<file path="src/rtl/alu_wrapper_pkg.sv">
// Shared ALU definitions: function codes and default datapath width.
package alu_wrapper_pkg;

   localparam int unsigned AluDefWidth = 64;

   typedef enum logic [1:0] {
      ALUADD = 2'd0,
      ALUSUB = 2'd1,
      ALUAND = 2'd2,
      ALUXOR = 2'd3
   } alu_fun_e;

endpackage

</file>
<file path="src/rtl/alu_add64.sv">
// WIDTH-bit adder with carry-in; carry out is intentionally not produced.
module alu_add64 #(
   parameter int unsigned WIDTH = 64
) (
   input  logic [WIDTH-1:0] a_i,
   input  logic [WIDTH-1:0] b_i,
   input  logic             cin_i,
   output logic [WIDTH-1:0] sum_o
);

   assign sum_o = a_i + b_i + WIDTH'(cin_i);

endmodule

</file>
<file path="src/rtl/alu_wrapper.sv">
// Y86-style ALU: combinational result/overflow plus a one-cycle registered copy.
module alu_wrapper
   import alu_wrapper_pkg::*;
#(
   parameter int unsigned WIDTH = AluDefWidth
) (
   output logic             OF,
   output logic [WIDTH-1:0] out,
   input  logic [1:0]       fun,
   input  logic [WIDTH-1:0] b,
   input  logic [WIDTH-1:0] a,
   input  logic             clk,
   input  logic             reset,
   output logic [WIDTH-1:0] out_q,
   output logic             OF_q
);

   localparam int unsigned Msb = WIDTH - 1;

   logic             is_sub;
   logic [WIDTH-1:0] add_opnd;
   logic [WIDTH-1:0] sum;

   // Subtraction reuses the adder as b + ~a + 1.
   assign is_sub   = (alu_fun_e'(fun) == ALUSUB);
   assign add_opnd = is_sub ? ~a : a;

   alu_add64 #(
      .WIDTH (WIDTH)
   ) u_add (
      .a_i   (add_opnd),
      .b_i   (b),
      .cin_i (is_sub),
      .sum_o (sum)
   );

   always_comb begin
      out = sum;
      OF  = 1'b0;
      unique case (alu_fun_e'(fun))
         ALUADD: begin
            out = sum;
            OF  = (a[Msb] == b[Msb]) && (sum[Msb] != a[Msb]);
         end
         ALUSUB: begin
            out = sum;
            OF  = (b[Msb] != a[Msb]) && (sum[Msb] != b[Msb]);
         end
         ALUAND: out = b & a;
         ALUXOR: out = b ^ a;
         default: begin
            out = sum;
            OF  = 1'b0;
         end
      endcase
   end

   always_ff @(posedge clk) begin
      if (reset) begin
         out_q <= '0;
         OF_q  <= 1'b0;
      end else begin
         out_q <= out;
         OF_q  <= OF;
      end
   end

endmodule

</file>
<file path="config.mk">
export PLATFORM = sky130hd
export DESIGN_NAME = alu_wrapper
export DESIGN_NICKNAME = d
export VERILOG_FILES = /design/src/rtl/alu_wrapper_pkg.sv /design/src/rtl/alu_add64.sv /design/src/rtl/alu_wrapper.sv
export SDC_FILE = /design/constraint.sdc
export NUM_CORES = 1
export LEC_CHECK = 0
export ABC_CLOCK_PERIOD_IN_PS = 5090
export BUFFER_PORTS_ARGS = -buffer_cell sky130_fd_sc_hd__buf_4
export CAP_MARGIN = 20
export CELL_PAD_IN_SITES_DETAIL_PLACEMENT = 1
export CELL_PAD_IN_SITES_GLOBAL_PLACEMENT = 2
export CORE_UTILIZATION = 30
export DETAILED_ROUTE_END_ITERATION = 16
export PLACE_DENSITY = 0.84
export SLEW_MARGIN = 20
export SYNTH_ARGS = -nofsm -noshare
export SYNTH_HDL_FRONTEND = slang
export SYNTH_SLANG_ARGS = --single-unit
</file>
<file path="constraint.sdc">
create_clock -name clk -period 5.09 [get_ports clk]
set_input_delay 0.2545 -clock clk [delete_from_list [all_inputs] [get_ports clk]]
set_output_delay 0.2545 -clock clk [all_outputs]
set_load 0.005 [all_outputs]
</file>
==> results.tsv <==
stage	metric	value	unit
worst_setup_path	worst_setup_path_end_kind	output port	
synthesis	yosysSeqAreaShare	0.149	
worst_setup_path	required	4840	ps
worst_setup_path	crit_path_end	out[58]	
placement	port_buffers	261	
placement	dp_hpwl	26600	um
timing	max_freq	216	MHz
routing	wire_per_inst	19.2	um
job	maxCapViolations	0	
routing	wl_met2	15600	um
status	status	completed	
worst_setup_path	start_kind	primary input	
finish	drive_gt1_frac	0.241	
timing	setup_viol	0	
power_and_ir_drop	seqPwrFrac	0.210	
worst_setup_path	crit_type	primary input to output port	
grt	grt_usage	0.221	
timing	whs	373	ps
worst_setup_path	critPathMaxFanout	45	
clocking	cts_hold_buffers	0	
clocking	clkSlewWorstSetupHoldPaths	60	ps
finish	n_fill_cell	3553	
clocking	cts_resized	0	
placement	dp_slack	481	ps
placement	placement.cell_area	11000	sq um
routing	drt-met1-wl	15600	um
routing	drt_wl_total	33200	um
clocking	cts_buffer_depth	2	
worst_setup_path	arrival	4380	ps
floorplanning	die_height	173	um
synthesis	synth-seq-cells	65	
synthesis	syn_inst	1120	
floorplanning	die_area	29800	sq um
grt	grt_pass1_wl	52600	um
timing	relSlewSlack	0.437	
min_path	hold_path.class	primary input to flop	
synthesis	yosys_most_used_dff	dfxtp_1	
grt	grt_overflow	0	
worst_setup_path	cp_num_cells	17	
clocking	tritoncts	built	
routing	vias_per_cell	5.33	
timing	setup_tns	0	ps
floorplanning	initial_core_util	0.304	
worst_setup_path	slowest_delay	530	ps
timing	tightest_slew	844	ps
routing	drt_iter0_markers	443	
synthesis	syn_area_per_cell	7.80	sq um
worst_setup_path	critPathBufInv	5	
floorplanning	die-width	173	um
placement	place_inst	1715	
power_and_ir_drop	power_density	250	nW/um^2
synthesis	async_reset_ff_frac	0	
clocking	cts_root_buffer	clkbuf_16	
worst_setup_path	path_cells	buf_4, inv_2, nand2_4, buf_12, xnor2_1, ha_1, buf_4, a21o_1, a21o_1, a221oi_1, a21oi_1, nor2_1, nand3_1, a22oi_1, mux2_2, a211oi_1, buf_4	
power_and_ir_drop	total_power	2.82	mW
grt	grt_max_degree	75	
power_and_ir_drop	ir_drop	0.117	mV
finish	stdcell_area	11300	sq um
floorplanning	row_count	62	
finish	syn_to_final_growth	29.3	%
finish	final_nets	1602	
grt	grt_antenna_before_repair	0	
power_and_ir_drop	clkPwrFrac	0.212	
power_and_ir_drop	cellLeakagePower	5.28	nW
synthesis	synth_edf_count	0	
timing	final_max_slew_viol_count	0	
worst_setup_path	cpMaxStageDelayCell	a221oi_1	
timing	finalCriticalPeriod	4640	ps
placement	finalWeightedCongestion	0.881	
clocking	clock_sinks	65	
routing	met3WireLength	1380	um
routing	num_vias	9230	
power_and_ir_drop	switching_share	0.416	
synthesis	syn_nets	1380	
finish	antenna_cells	0	
clocking	post_cts_buffers	0	
power_and_ir_drop	combinationalPowerShare	0.578	
finish	final_cells	1731	
floorplanning	core_area	28700	sq um
timing	worst_slack	452	ps
routing	routed.top_layer	met4	
worst_setup_path	cpMostUsedCell	buf_4	
synthesis	yosys_warnings	0	
routing	drcViolationCount	0	
power_and_ir_drop	power.internal	1.65	mW
grt	grt_pass1_vias	9596	
synthesis	yosysUniqueCellTypes	75	
finish	utilization	0.394	
clocking	cts_max_level	3	
floorplanning	io_pins	262	
worst_setup_path	crit_start	fun[1]	
worst_setup_path	cp_top_family	compound AO/OA/AOI/OAI gates	
synthesis	synthesis.area	8740	sq um
timing	final.period_utilization	0.911	
clocking	cts_buffers	9	
routing	antenna_left	0	
power_and_ir_drop	p_switching	1.17	mW
timing	hold_violations	0	
timing	rsz0062_at_grt	no	
routing	firstDrtPassIters	5	
-- flip-flops by register name (all words and copies together), names as in the netlist --
name   flops
out_q     64
OF_q       1
-- cells in the final DEF (no fill, tap or decap), types with 3 or more instances in the layout --
cell and n:
buf_4 272, ha_1 127, a21oi_1 108, nor2_1 90, xnor2_1 89, nand2_1 88
dfxtp_1 65, mux2i_1 50, o21ai_0 47, a21o_1 35, and2_1 33, a211oi_1 29
inv_1 22, nor3_1 20, mux2_2 20, nand3_1 19, o21bai_1 18, nand4_1 18
nor2b_1 18, xor2_1 16, a31oi_1 16, o21a_1 15, and3_1 10, clkbuf_16 9
nor4_1 7, a221oi_1 6, a211o_1 6, o211a_1 6, and4_1 5, o211ai_1 5
o2111ai_1 4, a21boi_0 4, or3_1 4, clkinv_2 4, o31a_1 3, a221o_1 3
a22oi_1 3, clkbuf_1 3
-- final cells by class --
cell class / instances / area [sq um] / area share
Inverter: 23 / 86.3 / 0.00764
Multi-Input combinational cell: 970 / 7110 / 0.630
Clock buffer: 12 / 236 / 0.0209
Sequential cell: 65 / 1300 / 0.115
Clock inverter: 4 / 20.0 / 0.00177
Timing Repair Buffer: 273 / 2060 / 0.182
Tap cell: 384 / 480 / 0.0425
-- power by group through the flow --
stage | Clock (mW) | Sequential [mW] | Combinational, mW
2_1_floorplan | 0 | 0.610 | 0.954
3_3_place_gp | 0 | 0.603 | 1.61
3_5_place_dp | 0 | 0.603 | 1.63
4_1_cts | 0.612 | 0.593 | 1.64
5_1_grt | 0.634 | 0.599 | 1.80
6_report | 0.598 | 0.592 | 1.63
-- synth_stat cells (3+ instances only) --
library cell	instances	area [sq um]
a211o_1	6	52.6
a211oi_1	29	218
a21boi_0	4	30.0
a21o_1	35	263
a21oi_1	108	541
a221o_1	3	30.0
a221oi_1	6	52.6
a22oi_1	3	22.5
a31oi_1	16	100
and2_1	33	206
and3_1	10	62.6
and4_1	5	43.8
buf_1	11	41.3
buf_2	5	25.0
clkbuf_1	45	169
dfxtp_1	65	1300
ha_1	127	1590
inv_1	22	82.6
mux2_2	20	225
mux2i_1	50	500
nand2_1	89	334
nand3_1	19	95.1
nand4_1	18	113
nor2_1	90	338
nor2b_1	18	113
nor3_1	20	100
nor4_1	7	43.8
o2111ai_1	4	35.0
o211a_1	6	60.1
o211ai_1	5	37.5
o21a_1	15	113
o21ai_0	47	235
o21bai_1	18	135
o31a_1	3	26.3
or3_1	4	25.0
xnor2_1	89	780
xor2_1	16	140
-- per-layer routing --
| layer | track usage | vias to the layer above |
|---|---|---|
| met3 | 0.0378 | 31 |
| met5 | 0 | - |
| li1 | - | 4569 |
| met1 | 0.284 | 4402 |
| met4 | 0.0616 | 0 |
| met2 | 0.380 | 228 |
-- worst min path at each step --
| stage | endpoint | cells after the start | slack (ps) | startpoint |
|---|---|---|---|---|
| CTS | out_q[49] | 4 | 360 | b[49] |
| floorplan | out_q[1] | 2 | 510 | reset |
| finish | out_q[0] | 4 | 370 | b[0] |
| detailed placement | out_q[52] | 1 | 630 | out_q[52] |
| global route | out_q[48] | 4 | 410 | b[48] |
| global placement | out_q[20] | 1 | 630 | out_q[20] |
-- logic make-up after synthesis --
family | Yosys count | share of synthesized area
AND/OR/NAND/NOR | 330 | 0.185
adder cells (fa/ha/maj) | 128 | 0.184
buffers and inverters | 85 | 0.0377
multiplexers | 71 | 0.0848
AO/OA/AOI/OAI | 336 | 0.254
XOR/XNOR | 105 | 0.105
flip-flops | 65 | 0.149
(Power assumes the default switching activity.)
